**src/rtl/mac_pipe.sv**
```systemverilog
// Two-stage pipelined multiply-accumulate with signed/unsigned modes, guard bits and sticky overflow.
// Stage 1 registers the extended product, and stage 2 updates the accumulator. A stall freezes every register.
module mac_pipe #(
  parameter int W   = 16,
  parameter int G   = 8,
  parameter int SAT = 0
) (
  input  logic           clk,
  input  logic           reset,
  input  logic           stall,
  input  logic           in_valid,
  input  logic [2:0]     instruction,
  input  logic [W-1:0]   multiplier,
  input  logic [W-1:0]   multiplicand,
  output logic [2*W-1:0] result,
  output logic [G-1:0]   protect,
  output logic           out_valid,
  output logic           overflow
);

  localparam int A = 2*W + G;

  typedef enum logic [2:0] {
    OP_CLR  = 3'b000,
    OP_MUL  = 3'b001,
    OP_MAC  = 3'b010,
    OP_MSB  = 3'b011,
    OP_NOP  = 3'b100,
    OP_UMUL = 3'b101,
    OP_UMAC = 3'b110,
    OP_UMSB = 3'b111
  } op_e;

  logic [2*W-1:0] a_ext, b_ext, prod;
  logic [A-1:0]   p_d;
  logic [A-1:0]   s1_p_q;
  op_e            s1_op_q;
  logic           s1_vld_q;
  logic [A-1:0]   acc_q, acc_d;
  logic           ovf_q, ovf_d;
  logic           out_vld_q;
  logic [A-1:0]   sum, diff;
  logic           add_ovf, sub_ovf;

  // Operand extension picks signed vs unsigned; the low 2W bits of the product are then exact.
  always_comb begin
    if (instruction[2]) begin
      a_ext = {{W{1'b0}}, multiplier};
      b_ext = {{W{1'b0}}, multiplicand};
    end else begin
      a_ext = {{W{multiplier[W-1]}}, multiplier};
      b_ext = {{W{multiplicand[W-1]}}, multiplicand};
    end
    prod = a_ext * b_ext;
    p_d  = instruction[2] ? {{G{1'b0}}, prod} : {{G{prod[2*W-1]}}, prod};
  end

  assign sum     = acc_q + s1_p_q;
  assign diff    = acc_q - s1_p_q;
  assign add_ovf = (acc_q[A-1] == s1_p_q[A-1]) && (sum[A-1]  != acc_q[A-1]);
  assign sub_ovf = (acc_q[A-1] != s1_p_q[A-1]) && (diff[A-1] != acc_q[A-1]);

  always_comb begin
    acc_d = acc_q;
    ovf_d = ovf_q;
    case (s1_op_q)
      OP_CLR: begin
        acc_d = '0;
        ovf_d = 1'b0;
      end
      OP_MUL, OP_UMUL: acc_d = s1_p_q;
      OP_MAC, OP_UMAC, OP_MSB, OP_UMSB: begin
        acc_d = s1_op_q[0] ? diff : sum;
        if (s1_op_q[0] ? sub_ovf : add_ovf) begin
          ovf_d = 1'b1;
          // Direction of the overflow always follows the sign of the old accumulator.
          if (SAT != 0)
            acc_d = acc_q[A-1] ? {1'b1, {(A-1){1'b0}}} : {1'b0, {(A-1){1'b1}}};
        end
      end
      default: ;
    endcase
  end

  always_ff @(posedge clk or posedge reset) begin
    if (reset) begin
      s1_p_q    <= '0;
      s1_op_q   <= OP_NOP;
      s1_vld_q  <= 1'b0;
      acc_q     <= '0;
      ovf_q     <= 1'b0;
      out_vld_q <= 1'b0;
    end else if (!stall) begin
      s1_vld_q  <= in_valid;
      if (in_valid) begin
        s1_p_q  <= p_d;
        s1_op_q <= op_e'(instruction);
      end
      out_vld_q <= s1_vld_q;
      if (s1_vld_q) begin
        acc_q <= acc_d;
        ovf_q <= ovf_d;
      end
    end
  end

  assign result    = acc_q[2*W-1:0];
  assign protect   = acc_q[A-1:2*W];
  assign out_valid = out_vld_q;
  assign overflow  = ovf_q;

endmodule
```
**config.mk**
```make
export PLATFORM = sky130hd
export DESIGN_NAME = mac_pipe
export DESIGN_NICKNAME = d
export VERILOG_FILES = /design/src/rtl/mac_pipe.sv
export SDC_FILE = /design/constraint.sdc
export NUM_CORES = 1
export LEC_CHECK = 0
export BUFFER_PORTS_ARGS = -buffer_cell sky130_fd_sc_hd__buf_4
export CAP_MARGIN = 10
export CELL_PAD_IN_SITES_DETAIL_PLACEMENT = 2
export CELL_PAD_IN_SITES_GLOBAL_PLACEMENT = 2
export CORE_AREA = 2 2 225 227
export CTS_CLUSTER_DIAMETER = 40
export CTS_CLUSTER_SIZE = 20
export DETAILED_ROUTE_END_ITERATION = 8
export DIE_AREA = 0 0 227 229
export MAX_ROUTING_LAYER = met4
export PLACE_DENSITY_LB_ADDON = 0.08
export SLEW_MARGIN = 10
export SYNTH_ARGS = -nofsm -noshare
export SYNTH_HDL_FRONTEND = slang
export SYNTH_SLANG_ARGS = --single-unit
```
**constraint.sdc**
```tcl
create_clock -name clk -period 4 [get_ports clk]
set_clock_uncertainty 0.2 [all_clocks]
set_input_delay 1.2 -clock clk [delete_from_list [all_inputs] [get_ports clk]]
set_output_delay 1.2 -clock clk [all_outputs]
set_load 0.1 [all_outputs]
```
==> results of run 1 <==
[flip-flops by register name, summed over array words and instances (netlist names)]
name / cells
s1_vld_q: 1
overflow: 1
s1_op_q: 3
acc_q: 40
s1_p_q: 33
out_valid: 1
[routing by layer]
metal	global-route usage (%)	part of all wire [%]	routed length (microns)	vias to the layer above
met3	5.106	5.3	6180	729
li1	-	-	-	7912
met5	-	0	0	-
met1	42.50	35	40690	10380
met2	71.67	50	58180	1185
met4	25.78	9.8	11460	0
[cell type report]
type / count / area share, %
Multi-Input combinational cell: 1673 / 67.62
Tap cell: 672 / 3.213
Sequential cell: 79 / 7.564
Inverter: 425 / 6.130
Clock buffer: 10 / 0.8750
Antenna cell: 1 / 0.009563
Clock inverter: 6 / 0.2008
Timing Repair Buffer: 435 / 14.38
[cells in the final DEF, fill, tap and decap left out, types with 16 or more instances in the layout]
master   netlist  layout
nand2_1      177     159
ha_1         207     159
and2_1       182     165
o21ai_2        1      16
inv_2          0      37
buf_12         0      17
fa_2           0      25
fa_1         337     312
nor2_1       124     117
nand3_1       17      16
xnor2_1       76      60
a21o_1        26      26
inv_1        425     384
xor2_1        24      17
buf_4          0     351
and2_4         0      17
buf_6          1      58
dfrtp_1       78      77
nor2b_1       26      18
o21ai_0       80      48
a21oi_2        0      16
ha_4           0      43
nor3_1        22      20
a21oi_1      123     103
[cells in the mapped netlist (all sizes together) (10+ instances only)]
master,instances
inv,425
fa,337
ha,207
and2,182
nand2,177
nor2,125
a21oi,123
clkbuf,84
o21ai,83
dfrtp,78
xnor2,76
nor2b,27
a21o,26
xor2,24
nor3,22
nand3,17
o21bai,17
a221oi,16
o31ai,16
buf,15
mux2i,15
nand2b,14
nor4,14
a31oi,11
o21a,10
[repair_timing]
action	in CTS	in global routing
endpoints found under the setup margin	31	41
pin swaps	130	104
gates cloned	0	0
gates resized for setup	208	163
setup buffers	57	30
[per-stage QoR]
stage	instance area, sq um	hold WS [ns]	utilization [%]	cells
after detailed placement	23840	0.3066	48.01	3236
after floorplan	20540	0.2498	-	2276
after global placement	23840	0.2636	48.01	3236
final	26170	0.3344	52.70	3301
after global routing	26170	0.3569	52.70	3301
after CTS	25260	0.3240	50.88	3282
[cells by family (layout without fill, tap and decap cells)]
kind of cell / count (synthesis) / after routing
buf+inv: 524 / 876
fa+ha+maj: 544 / 544
xor+xnor: 100 / 100
flops: 79 / 79
mux: 22 / 22
simple gates: 624 / 624
other cells: 0 / 1
compound gates: 383 / 383
[how the worst max path moves through the flow]
stage	slack, ns	cells after the start	to
3_3_place_gp	-4.34	27	s1_p_q[38]$_DFFE_PP0P_
4_1_cts	-3.69	26	s1_p_q[38]$_DFFE_PP0P_
6_report	-4.27	30	s1_p_q[38]$_DFFE_PP0P_
5_1_grt	-4.40	30	s1_p_q[38]$_DFFE_PP0P_
2_1_floorplan	-3.79	24	s1_p_q[38]$_DFFE_PP0P_
3_5_place_dp	-4.64	30	s1_p_q[38]$_DFFE_PP0P_
[critical path, delay by kind of cell]
| kind | cells | cell delay, ns |
|---|---|---|
| xor gates and xnor gates | 2 | 0.33 |
| adders and majority gates | 9 | 3.92 |
| and+or+nand+nor | 2 | 0.29 |
| AOI/OAI and AO/OA | 8 | 1.54 |
| buffers and inverters | 9 | 1.07 |
==> flow_summary.ini, run 1 <==
[grt]
grt_pass1_vias = 22910
grt_max_degree = 57
grt_overflow = 0
antenna_found_initial = 2
track_usage_pct = 40.57
grt_pass1_wl_mm = 150.6

[yosys]
yosysTopAreaCell = fa_1
netlist_area_sq_mm = 0.02004
yosysWarningCount = 0
synth_mux_area_share_pct = 1.142
synth.distinct_cells = 79
synth_area_leaders = fa_1 34%, ha_1 13%, dfrtp_1 9.7%
syn_area_per_cell_sq_um = 8.806
synth-seq-cells = 79
synth-compound-area-share_pct = 12.42
synth_xor_xnor_area_share_pct = 4.370
synthesis.instances = 2276
synth_ff_type = dfrtp_1
synthDominantCellAreaShare_pct = 33.66
synthArstFlopShare_pct = 100.0
synthSimpleGateAreaFrac_pct = 15.71
synth_fa_ha_area_share_pct = 46.59
synth_edf_count = 0
synth_top_family_by_area = adder cells
synth_fp_nets = 2859
synth_seq_area_share_pct = 9.870

[cells_and_area]
area_growth_pct = 30.57
nets = 3206
num-fill-cells = 5239
regArea_sq_mm = 0.001979
drive_above_1_share_pct = 28.12
multi_input_area_sq_mm = 0.01770

[drt]
routed_via_density = 6.121
antenna_left = 0
drc_errors = 0
drt_first_pass_iters = 5
wl_mm = 116.5
post_drt_wl_per_cell_microns = 35.30
via_count = 20210
drtIter0Drc = 1581

[placement]
dp_hpwl_mm = 70.59
dp_slack_ns = -4.644
io_buffers = 80
gp_congestion = 0.8844

[worst_setup_path]
worst_path_max_delay_cell = fa_1
crit_fanout = 5
r2r-end = acc_q[29]$_DFFE_PP0P_
r2r_slack_ns = -0.19
cp.required_ns = 4.09
cp_common_cell = fa_1
arrival_ns = 8.36
cp-startpoint = instruction[2]
critPathKind = in2reg
cpPeakStageDelay_ns = 0.66
worstReg2RegStart = s1_p_q[16]$_DFFE_PP0P_
r2r_cells = 14
setup.worst_path.start_class = primary input
cp-end-kind = flip-flop

[sta]
hold_viol = 0
fmax_mhz = 120.9
max-slew-margin-rel_pct = 50.08
worst_pin_slew_ns = 0.7489
final_period_minus_worst_setup_slack_ns = 8.273
drv_slew = 0
finalSetupViolCount = 34
final_min_period_over_clock_period_pct = 206.8
rsz0062_at_grt = yes
setup_tns_ns = -93.33
worst_slack_ns = -4.273

[die]
pin_count = 81
die_area_sq_mm = 0.05198
initial_utilization_pct = 40.36
die_h_microns = 229
floorplan.die.width_microns = 227
rows = 82
core_area_sq_mm = 0.04966

[clocking]
clkTransAtPathRegs_ns = 0.08
cts_buffers = 9
cts_tree = done
postCtsHoldBufs = 0
clockBufferDepth = 2
h-tree-depth = 3
clkLatencyLatePin_ns = 0.39
cts_root_buf = clkbuf_16
cts_sinks = 79

[run_status]
status = complete, but fails checks
failed_checks = setup timing

[worst_hold_path]
hp-start = out_valid$_DFFE_PP0N_
hold_class = reg2reg
min_path_cells = 2
hold_end = out_valid$_DFFE_PP0N_

[run]
timing.max_cap.violations = 0
Power of run 1 is left out: the tool's default activity adds up to more than one toggle a clock period on the data nets, which glitch-free logic cannot reach.
==> inputs of run 2 (changes only) <==
--- a/config.mk
+++ b/config.mk
@@ -5,16 +5,16 @@
 export SDC_FILE = /design/constraint.sdc
 export NUM_CORES = 1
 export LEC_CHECK = 0
+export ABC_AREA = 1
 export BUFFER_PORTS_ARGS = -buffer_cell sky130_fd_sc_hd__buf_4
 export CAP_MARGIN = 10
 export CELL_PAD_IN_SITES_DETAIL_PLACEMENT = 2
 export CELL_PAD_IN_SITES_GLOBAL_PLACEMENT = 2
-export CORE_AREA = 2 2 225 227
+export CORE_AREA = 2 2 248 250
 export CTS_CLUSTER_DIAMETER = 40
 export CTS_CLUSTER_SIZE = 20
 export DETAILED_ROUTE_END_ITERATION = 8
-export DIE_AREA = 0 0 227 229
-export MAX_ROUTING_LAYER = met4
+export DIE_AREA = 0 0 250 252
 export PLACE_DENSITY_LB_ADDON = 0.08
 export SLEW_MARGIN = 10
 export SYNTH_ARGS = -nofsm -noshare
==> run 2 against run 1 <==
Against the previous run:
- the run still ends with setup timing left
- core utilization decreased by 4.9 points
- cell count up 33%
- sequential cell count is the same
- worst hold slack worse by 0.023 ns
- sequential share of layout area down 0.69 points
- routed wire length rose by 26%
- critical path depth fell by 1
- global-route usage up 1.4 points
- area after synthesis is 13% higher
- synthesized cell count up 45%
- non-clock buffer count is 27 lower
- highest routed layer is now met5
==> flow_summary.ini, run 2 <==
[yosys]
synthesis.instances = 3299
yosysTopAreaCell = fa_1
yosysWarningCount = 0
synth_seq_area_share_pct = 8.718
synth_fp_nets = 3882
ys_top_cells_by_count = 862 x nand2_1, 790 x inv_1, 337 x fa_1
synth.distinct_cells = 53
synth-seq-cells = 79
synth_area_leaders = fa_1 30%, nand2_1 14%, inv_1 13%
synthDominantCellAreaShare_pct = 29.73
synth_ff_type = dfrtp_1
synth_edf_count = 0
synthArstFlopShare_pct = 100.0
syn_area_per_cell_sq_um = 6.878
netlist_area_sq_mm = 0.02269
synth_most_common_cell = nand2_1

[drt]
routed_via_density = 5.962
via_count = 26180
met3_length_mm = 9.340
drtIter0Drc = 1969
antenna_left = 0
wl_met1_mm = 51.70
post_drt_wl_per_cell_microns = 33.50
topRoutingLayerUsed = met5
wl_mm = 147.1
drt_first_pass_iters = 6
dr_wl_met2_mm = 71.44
drc_errors = 0

[worst_setup_path]
crit_buf_inv = 9
cp.required_ns = 4.09
arrival_ns = 8.17
setup.worst_path.start_class = primary input
cpLargestDelayFamily = adder cells
cpPeakStageDelay_ns = 0.61
critPathKind = in2reg
cp_common_cell = fa_1
cp-end-kind = flip-flop
worst_path_max_delay_cell = fa_2
crit_fanout = 4

[clocking]
postCtsHoldBufs = 0
clkLatencyLatePin_ns = 0.38
cts_tree = done
clkTransAtPathRegs_ns = 0.08
clockBufferDepth = 2
cts_sinks = 79
h-tree-depth = 3
cts_buffers = 9
cts_root_buf = clkbuf_16

[cells_and_area]
regMostFlops = acc_q
area_growth_pct = 26.75
mostFrequentLayoutCells = 811 x nand2_1, 731 x inv_1, 330 x buf_4
largest_reg_flops = 40
nets = 4186
post-route-util_pct = 47.82
reg_top3 = acc_q (40), s1_p_q (33), s1_op_q (3)
final_common_cell = nand2_1
drive_above_1_share_pct = 22.31

[sta]
worst_pin_slew_ns = 0.7965
rsz0062_at_grt = yes
final_min_period_over_clock_period_pct = 202.1
final_period_minus_worst_setup_slack_ns = 8.082
finalSetupViolCount = 29
max-slew-margin-rel_pct = 46.84
worst_slack_ns = -4.082
fmax_mhz = 123.7
drv_slew = 0
hold_viol = 0

[die]
rows = 90
pin_count = 81
die_h_microns = 252
floorplan.die.width_microns = 250
die_area_sq_mm = 0.06300
core_area_sq_mm = 0.06013
initial_utilization_pct = 37.73

[worst_hold_path]
hold_class = reg2reg

[run]
timing.max_cap.violations = 0

[grt]
track_usage_pct = 41.96
grt_max_degree = 54
antenna_found_initial = 3
grt_pass1_wl_mm = 195.4
grt_overflow = 0
grt_pass1_vias = 29530

[run_status]
failed_checks = setup timing
status = complete, but fails checks

[placement]
io_buffers = 80
gp_congestion = 0.8969
dp_hpwl_mm = 96.23
-- run 2: final cells by class --
type,count,area [sq um]
clock buffer,9,225.2
fill,6984,31380
tap,782,978.4
inverter,801,3023
timing repair buffer,408,3527
antenna,1,2.502
sequential,79,1978
multi-input combinational,2304,18920
clock inverter,7,102.6
-- run 2: what timing repair did --
| item | CTS | global route |
|---|---|---|
| gates cloned | 2 | 0 |
| buffers inserted | 35 | 31 |
| resized for setup | 251 | 155 |
| endpoints found under the setup margin | 29 | 29 |
| pin swaps | 112 | 78 |
-- run 2: worst paths after layout --
kind	from	to	slack [ns]	cells past startpoint
max	instruction[2]	s1_p_q[29]$_DFFE_PP0P_	-4.08	29
min	overflow$_DFFE_PP0P_	overflow$_DFFE_PP0P_	0.31	2
max reg2reg	acc_q[0]$_DFFE_PP0P_	acc_q[14]$_DFFE_PP0P_	0.14	15
min reg2reg	overflow$_DFFE_PP0P_	overflow$_DFFE_PP0P_	0.31	2
max in group asynchronous	reset	s1_op_q[2]$_DFFE_PP1P_	2.10	3
min in group asynchronous	reset	acc_q[8]$_DFFE_PP0P_	0.70	2
-- run 2: routing by layer --
layer  global-route usage [%]  up-vias
li1                         -    10440
met2                    77.41     1621
met4                    28.79        4
met3                    5.685      800
met1                    44.41    13310
met5                        0        -
-- run 2: cells by family (layout without fill, tap and decap cells) --
family	Yosys count	in the layout	share of synthesized area [%]
flops	79	79	8.718
xor+xnor	29	29	1.119
buf+inv	916	1225	15.56
fa+ha+maj	544	544	41.15
simple gates	1354	1354	24.33
other cells	0	1	0
compound gates	377	377	9.126
-- run 2: worst min-delay path: stages, from the launching register on --
cell and delay (ns):
dfrtp_1 0.36, nand2_1 0.06, nand2_1 0.06
-- run 2: stage by stage --
| stage | cell area (sq um) | hold WS (ns) | setup WS [ns] | setup TNS, ns | std cells |
|---|---|---|---|---|---|
| CTS | 28010 | 0.3123 | -3.390 | -77.53 | 4367 |
| floorplan | 23640 | 0.2771 | -3.430 | -73.99 | 3299 |
| detailed placement | 26450 | 0.2911 | -4.222 | -97.45 | 4316 |
| global placement | 26450 | 0.2662 | -3.849 | -88.49 | 4316 |
| finish | 28760 | 0.3119 | -4.082 | -94.39 | 4391 |
| global route | 28760 | 0.3372 | -4.161 | -95.70 | 4390 |
Power of run 2 is left out for the same reason.
